### src/rtl/tcdm_lic_xbar_pkg.sv
// Shared helpers for the TCDM logarithmic-interconnect crossbar.
package tcdm_lic_xbar_pkg;

  // Index width for an n-entry selector; never narrower than one bit.
  function automatic int unsigned idx_width(input int unsigned n);
    return (n > 1) ? $clog2(n) : 1;
  endfunction

endpackage

### src/rtl/tcdm_rr_arb.sv
// NumIn-way round-robin arbiter for one bank: picks a winner, muxes its payload, tracks pointer.
module tcdm_rr_arb
  import tcdm_lic_xbar_pkg::*;
#(
  parameter int unsigned NumIn     = 4,
  parameter int unsigned DataWidth = 32
) (
  input  logic                              clk_i,
  input  logic                              rst_i,
  input  logic [NumIn-1:0]                  req_i,
  input  logic [NumIn-1:0][DataWidth-1:0]   data_i,
  input  logic                              gnt_i,
  output logic                              req_o,
  output logic [NumIn-1:0]                  gnt_o,
  output logic [DataWidth-1:0]              data_o
);

  localparam int unsigned PtrW = idx_width(NumIn);

  assign req_o = |req_i;

  if (NumIn == 1) begin : g_single
    assign gnt_o  = req_i & gnt_i;
    assign data_o = req_i[0] ? data_i[0] : '0;
  end else begin : g_multi
    logic [PtrW-1:0] rr_ptr;
    logic [PtrW-1:0] winner;
    logic            found;

    // First requester at or after the pointer, wrapping to index 0.
    always_comb begin
      int unsigned idx;
      idx    = 0;
      winner = '0;
      found  = 1'b0;
      for (int unsigned off = 0; off < NumIn; off++) begin
        idx = 32'(rr_ptr) + off;
        if (idx >= NumIn) idx = idx - NumIn;
        if (!found && req_i[idx]) begin
          found  = 1'b1;
          winner = PtrW'(idx);
        end
      end
    end

    always_comb begin
      gnt_o  = '0;
      data_o = '0;
      if (found) begin
        gnt_o[winner] = gnt_i;
        data_o        = data_i[winner];
      end
    end

    always_ff @(posedge clk_i) begin
      if (rst_i) begin
        rr_ptr <= '0;
      end else if (found && gnt_i) begin
        rr_ptr <= (winner == PtrW'(NumIn - 1)) ? '0 : winner + 1'b1;
      end
    end
  end

endmodule

### src/rtl/tcdm_lic_xbar.sv
// Full crossbar between TCDM initiators and banks with per-bank round-robin arbitration
// and a fixed-latency response return path.
module tcdm_lic_xbar
  import tcdm_lic_xbar_pkg::*;
#(
  parameter int unsigned NumIn         = 4,
  parameter int unsigned NumOut        = 8,
  parameter int unsigned ReqDataWidth  = 32,
  parameter int unsigned RespDataWidth = 32,
  parameter bit          WriteRespOn   = 1'b1,
  parameter int unsigned MemLatency    = 1
) (
  input  logic                                           clk_i,
  input  logic                                           rst_i,
  input  logic [NumIn-1:0]                               req_i,
  input  logic [NumIn-1:0][idx_width(NumOut)-1:0]        add_i,
  input  logic [NumIn-1:0]                               wen_i,
  input  logic [NumIn-1:0][ReqDataWidth-1:0]             wdata_i,
  output logic [NumIn-1:0]                               gnt_o,
  output logic [NumIn-1:0]                               vld_o,
  output logic [NumIn-1:0][RespDataWidth-1:0]            rdata_o,
  output logic [NumOut-1:0]                              req_o,
  input  logic [NumOut-1:0]                              gnt_i,
  output logic [NumOut-1:0][ReqDataWidth-1:0]            wdata_o,
  input  logic [NumOut-1:0][RespDataWidth-1:0]           rdata_i
);

  localparam int unsigned BankW = idx_width(NumOut);

  logic [NumOut-1:0][NumIn-1:0] bank_req;
  logic [NumOut-1:0][NumIn-1:0] bank_gnt;

  always_comb begin
    bank_req = '0;
    for (int unsigned k = 0; k < NumOut; k++) begin
      for (int unsigned j = 0; j < NumIn; j++) begin
        bank_req[k][j] = req_i[j] && (add_i[j] == BankW'(k));
      end
    end
  end

  for (genvar k = 0; k < NumOut; k++) begin : g_bank
    tcdm_rr_arb #(
      .NumIn     (NumIn),
      .DataWidth (ReqDataWidth)
    ) u_arb (
      .clk_i  (clk_i),
      .rst_i  (rst_i),
      .req_i  (bank_req[k]),
      .data_i (wdata_i),
      .gnt_i  (gnt_i[k]),
      .req_o  (req_o[k]),
      .gnt_o  (bank_gnt[k]),
      .data_o (wdata_o[k])
    );
  end

  // Only the addressed bank's arbiter can grant input j.
  always_comb begin
    gnt_o = '0;
    for (int unsigned j = 0; j < NumIn; j++) begin
      gnt_o[j] = bank_gnt[add_i[j]][j];
    end
  end

  logic [NumIn-1:0][MemLatency-1:0]            pipe_vld;
  logic [NumIn-1:0][MemLatency-1:0][BankW-1:0] pipe_bank;

  always_ff @(posedge clk_i) begin
    if (rst_i) begin
      pipe_vld <= '0;
    end else begin
      for (int unsigned j = 0; j < NumIn; j++) begin
        pipe_vld[j][0] <= gnt_o[j] & (~wen_i[j] | WriteRespOn);
        for (int unsigned s = 1; s < MemLatency; s++) begin
          pipe_vld[j][s] <= pipe_vld[j][s-1];
        end
      end
    end
  end

  // Bank index is only consumed alongside its valid bit, so it needs no reset.
  always_ff @(posedge clk_i) begin
    for (int unsigned j = 0; j < NumIn; j++) begin
      pipe_bank[j][0] <= add_i[j];
      for (int unsigned s = 1; s < MemLatency; s++) begin
        pipe_bank[j][s] <= pipe_bank[j][s-1];
      end
    end
  end

  always_comb begin
    vld_o   = '0;
    rdata_o = '0;
    for (int unsigned j = 0; j < NumIn; j++) begin
      vld_o[j] = pipe_vld[j][MemLatency-1];
      if (pipe_vld[j][MemLatency-1]) begin
        rdata_o[j] = rdata_i[pipe_bank[j][MemLatency-1]];
      end
    end
  end

endmodule

### config.mk
export PLATFORM = sky130hd
export DESIGN_NAME = tcdm_lic_xbar
export DESIGN_NICKNAME = d
export VERILOG_FILES = /design/src/rtl/tcdm_lic_xbar_pkg.sv /design/src/rtl/tcdm_rr_arb.sv /design/src/rtl/tcdm_lic_xbar.sv
export SDC_FILE = /design/constraint.sdc
export NUM_CORES = 1
export LEC_CHECK = 0
export CAP_MARGIN = 20
export CORE_AREA = 2 2 319 321
export CTS_BUF_LIST = sky130_fd_sc_hd__clkbuf_8
export CTS_CLUSTER_SIZE = 10
export DETAILED_ROUTE_END_ITERATION = 6
export DIE_AREA = 0 0 321 323
export GPL_ROUTABILITY_DRIVEN = 0
export PLACE_DENSITY = 0.44
export SLEW_MARGIN = 5
export SYNTH_ARGS = -nofsm -noshare
export SYNTH_HDL_FRONTEND = slang
export SYNTH_SLANG_ARGS = --single-unit
### constraint.sdc
create_clock -name clk_i -period 5.65 [get_ports clk_i]
set_input_delay 1.13 -clock clk_i [delete_from_list [all_inputs] [get_ports clk_i]]
set_output_delay 1.13 -clock clk_i [all_outputs]
set_load 0.1 [all_outputs]
==> results.txt <==
Largest net degree at the start of global routing: 65
Max VDD drop: 0.1250 mV
Top-count cell post-synth: mux2i_1
Ys flop type: dfxtp_1
IO buf count: 809
Grt ovf: 0
Total power: 0.005058 W
Synthesized area: 19350 µm²
EDFF count, synth: 0
Worst Path Class, Setup: in2out
CTS root buffer: clkbuf_8
Worst min-delay path class: reg2reg
Normalized max-slew margin: 28.44%
Die width: 321 µm
Post-synthesis sequential area ratio: 3.310%
Pre-Repair DR Iteration Count: 6
Die Area: 103700 µm²
Total track usage: 21.72%
Avg Synthesized Cell Area: 9.874 µm²
Fmax: 181.1 MHz
Data required time of the worst path: 4.52 ns
Hold slack final: 0.5324 ns
Tcrit/Tclk final: 97.73%
Layout net count: 3000
Critical Path Most Common Cell: buf_12
Synth warnings: 0
Clk sink count: 32
Final Hold Violating Endpoints: 0
Worst-path fanout max: 22
Syn Inst Count: 1960
# rows: 117
Placed Cells: 3856
Yosys cell types: 62
DRC viols: 0
CP Cell Sequence: clkdlybuf4s50_1, buf_12, and4b_1, a21o_1, a22o_1, or2_2, inv_2, ha_1, nand3_1, and3_1, a31oi_2, buf_4, buf_12
Clock Skews: 0.005997 ns
Post-synth ARST share: 0%
Clk_lat worst skew: 0.32 ns
Slowest cell on the critical path: clkdlybuf4s50_1
Inserted Clock Buffers: 5
Unrepaired setup endpoints after global routing: false
Post-synth top cells: 648 x mux2i_1, 258 x o22ai_1, 256 x mux4_2
First-pass GRT wire length: 166200 µm
WP data arrival: 4.39 ns
Share of post-route cells with drive strength above 1: 32.13%
Synthesis-stage register bit count: 32
CP Capture Type: output pin
Max Root-Sink Buffers: 2
WL/cell: 30.56 µm
Core footprint: 100700 µm²
Vias per inst: 5.442
Hpwl dp: 89600 µm
Starting DRC count in detailed routing: 1433
Synth area leader: mux2i_1
H-tree levels: 2
CTS clock-pin slew for the worst setup and hold paths: 0.08 ns
Min cycle time layout: 5.522 ns
Max cap viols: 0
Max incr delay on CP: 0.65 ns
Slew @ Worst Pin: 1.073 ns
Layout area overhead: 61.52%
Synth top area share: 33.52%
Antenna Nets Post-Route: 0
CTS tree: done
Setup tns final: 0 ns
Worst Setup Start Kind: primary input
Mapped Nets: 2406
Pwr per Cell Area: 161.8 nW/µm²
Leak: 14.15 nW
Synth area leaders: mux2i_1 34%, mux4_2 30%, o22ai_1 8.3%
Final Setup Violations: 0
Die height: 323 µm
Antenna violations before repair: 27
DR vias: 21090
Fin. max-slew vios: 0
Outcome: finished, final reports clean
# IOs: 814
Layout Cells excl Fill: 3876
Initial core utilization: 19.21%
Drt total wl: 118500 µm
Vias in the first global route: 22240
## through the flow
stage               util [%]  setup WS, ns  instance area [µm²]
finish                 31.04        0.1280                31260
floorplan                  -       0.05419                19350
detailed placement     30.89       -0.2201                31110
CTS                    31.00       0.01662                31220
global route           31.02      0.008415                31250
global placement       30.89       -0.2231                31110
## logic make-up after synthesis
group	count (synthesis)	synth area share [%]
mux	910	63.66
simple gates	266	9.317
flops	32	3.310
buf+inv	374	9.511
compound gates	346	12.14
fa+ha+maj	32	2.069
## placed cells by master (no fill, tap or decap), types with 5 or more instances in the layout
| master | count |
|---|---|
| a211oi_1 | 9 |
| a21o_1 | 7 |
| a22o_1 | 5 |
| a31oi_1 | 11 |
| and4_1 | 8 |
| buf_12 | 284 |
| buf_4 | 208 |
| clkbuf_8 | 5 |
| clkdlybuf4s50_1 | 439 |
| dfxtp_1 | 19 |
| dfxtp_2 | 8 |
| dfxtp_4 | 5 |
| diode_2 | 12 |
| ha_1 | 32 |
| inv_1 | 19 |
| inv_2 | 9 |
| mux2_2 | 6 |
| mux2i_1 | 648 |
| mux4_2 | 256 |
| nand3_1 | 11 |
| nand4_1 | 18 |
| nand4b_1 | 10 |
| nand4bb_1 | 12 |
| nor2_1 | 34 |
| nor2b_1 | 135 |
| o21a_1 | 8 |
| o21ai_4 | 6 |
| o22ai_1 | 256 |
| o22ai_4 | 7 |
## sequential cells by signal (all words and copies together), names as in the netlist
register,cells
g_bank.u_arb.g_multi.rr_ptr,16
pipe_bank,12
vld_o,4
## final timing paths
path	from	to	slack, ns	cells after the start
worst min-delay path	g_bank[5].u_arb.g_multi.rr_ptr[0]$_SDFFE_PP0P_	g_bank[5].u_arb.g_multi.rr_ptr[0]$_SDFFE_PP0P_	0.53	2
worst min register to register	g_bank[5].u_arb.g_multi.rr_ptr[0]$_SDFFE_PP0P_	g_bank[5].u_arb.g_multi.rr_ptr[0]$_SDFFE_PP0P_	0.53	2
worst max-delay path	add_i[0]	gnt_o[1]	0.13	13
worst max register to register	g_bank[3].u_arb.g_multi.rr_ptr[1]$_SDFFE_PP0P_	vld_o[2]$_SDFF_PP0_	3.42	8
## final cells by class
class / instances / area (µm²)
Inverter: 27 / 101.3
Clock buffer: 5 / 68.82
Timing Repair Buffer: 934 / 11670
Antenna cell: 12 / 30.03
Multi-Input combinational cell: 1554 / 17040
Tap cell: 1309 / 1638
Clock inverter: 3 / 38.79
Sequential cell: 32 / 669.4
Fill cell: 10240 / 69460
## layer usage
metal  up-vias  track usage (%)  part of all wire (%)
li1       9024                -                     -
met4        26            7.913                   3.8
met3       211            6.699                   9.0
met2      1047            38.56                    50
met1     10790            24.37                    37
met5         -                0                  0.14
## critical path, delay by kind of cell
family                     cells  cell delay [ns]
AOI/OAI and AO/OA              3             0.87
adders and majority gates      1             0.13
buffers and inverters          5             1.37
and+or+nand+nor                4             0.85
## what timing repair did
| item | CTS | global route |
|---|---|---|
| pin swaps | 0 | 0 |
| setup buffers | 0 | 0 |
| gates resized for setup | 2 | 2 |
| setup endpoints to repair | 1 | 5 |
| hold buffers | 0 | 0 |
## power by group
| group | switching (W) | internal (W) |
|---|---|---|
| registers | 0.0000795 | 0.000236 |
| logic | 0.00280 | 0.00170 |
| clock network | 0.000111 | 0.000129 |
Power figures use the tool's default switching activity.
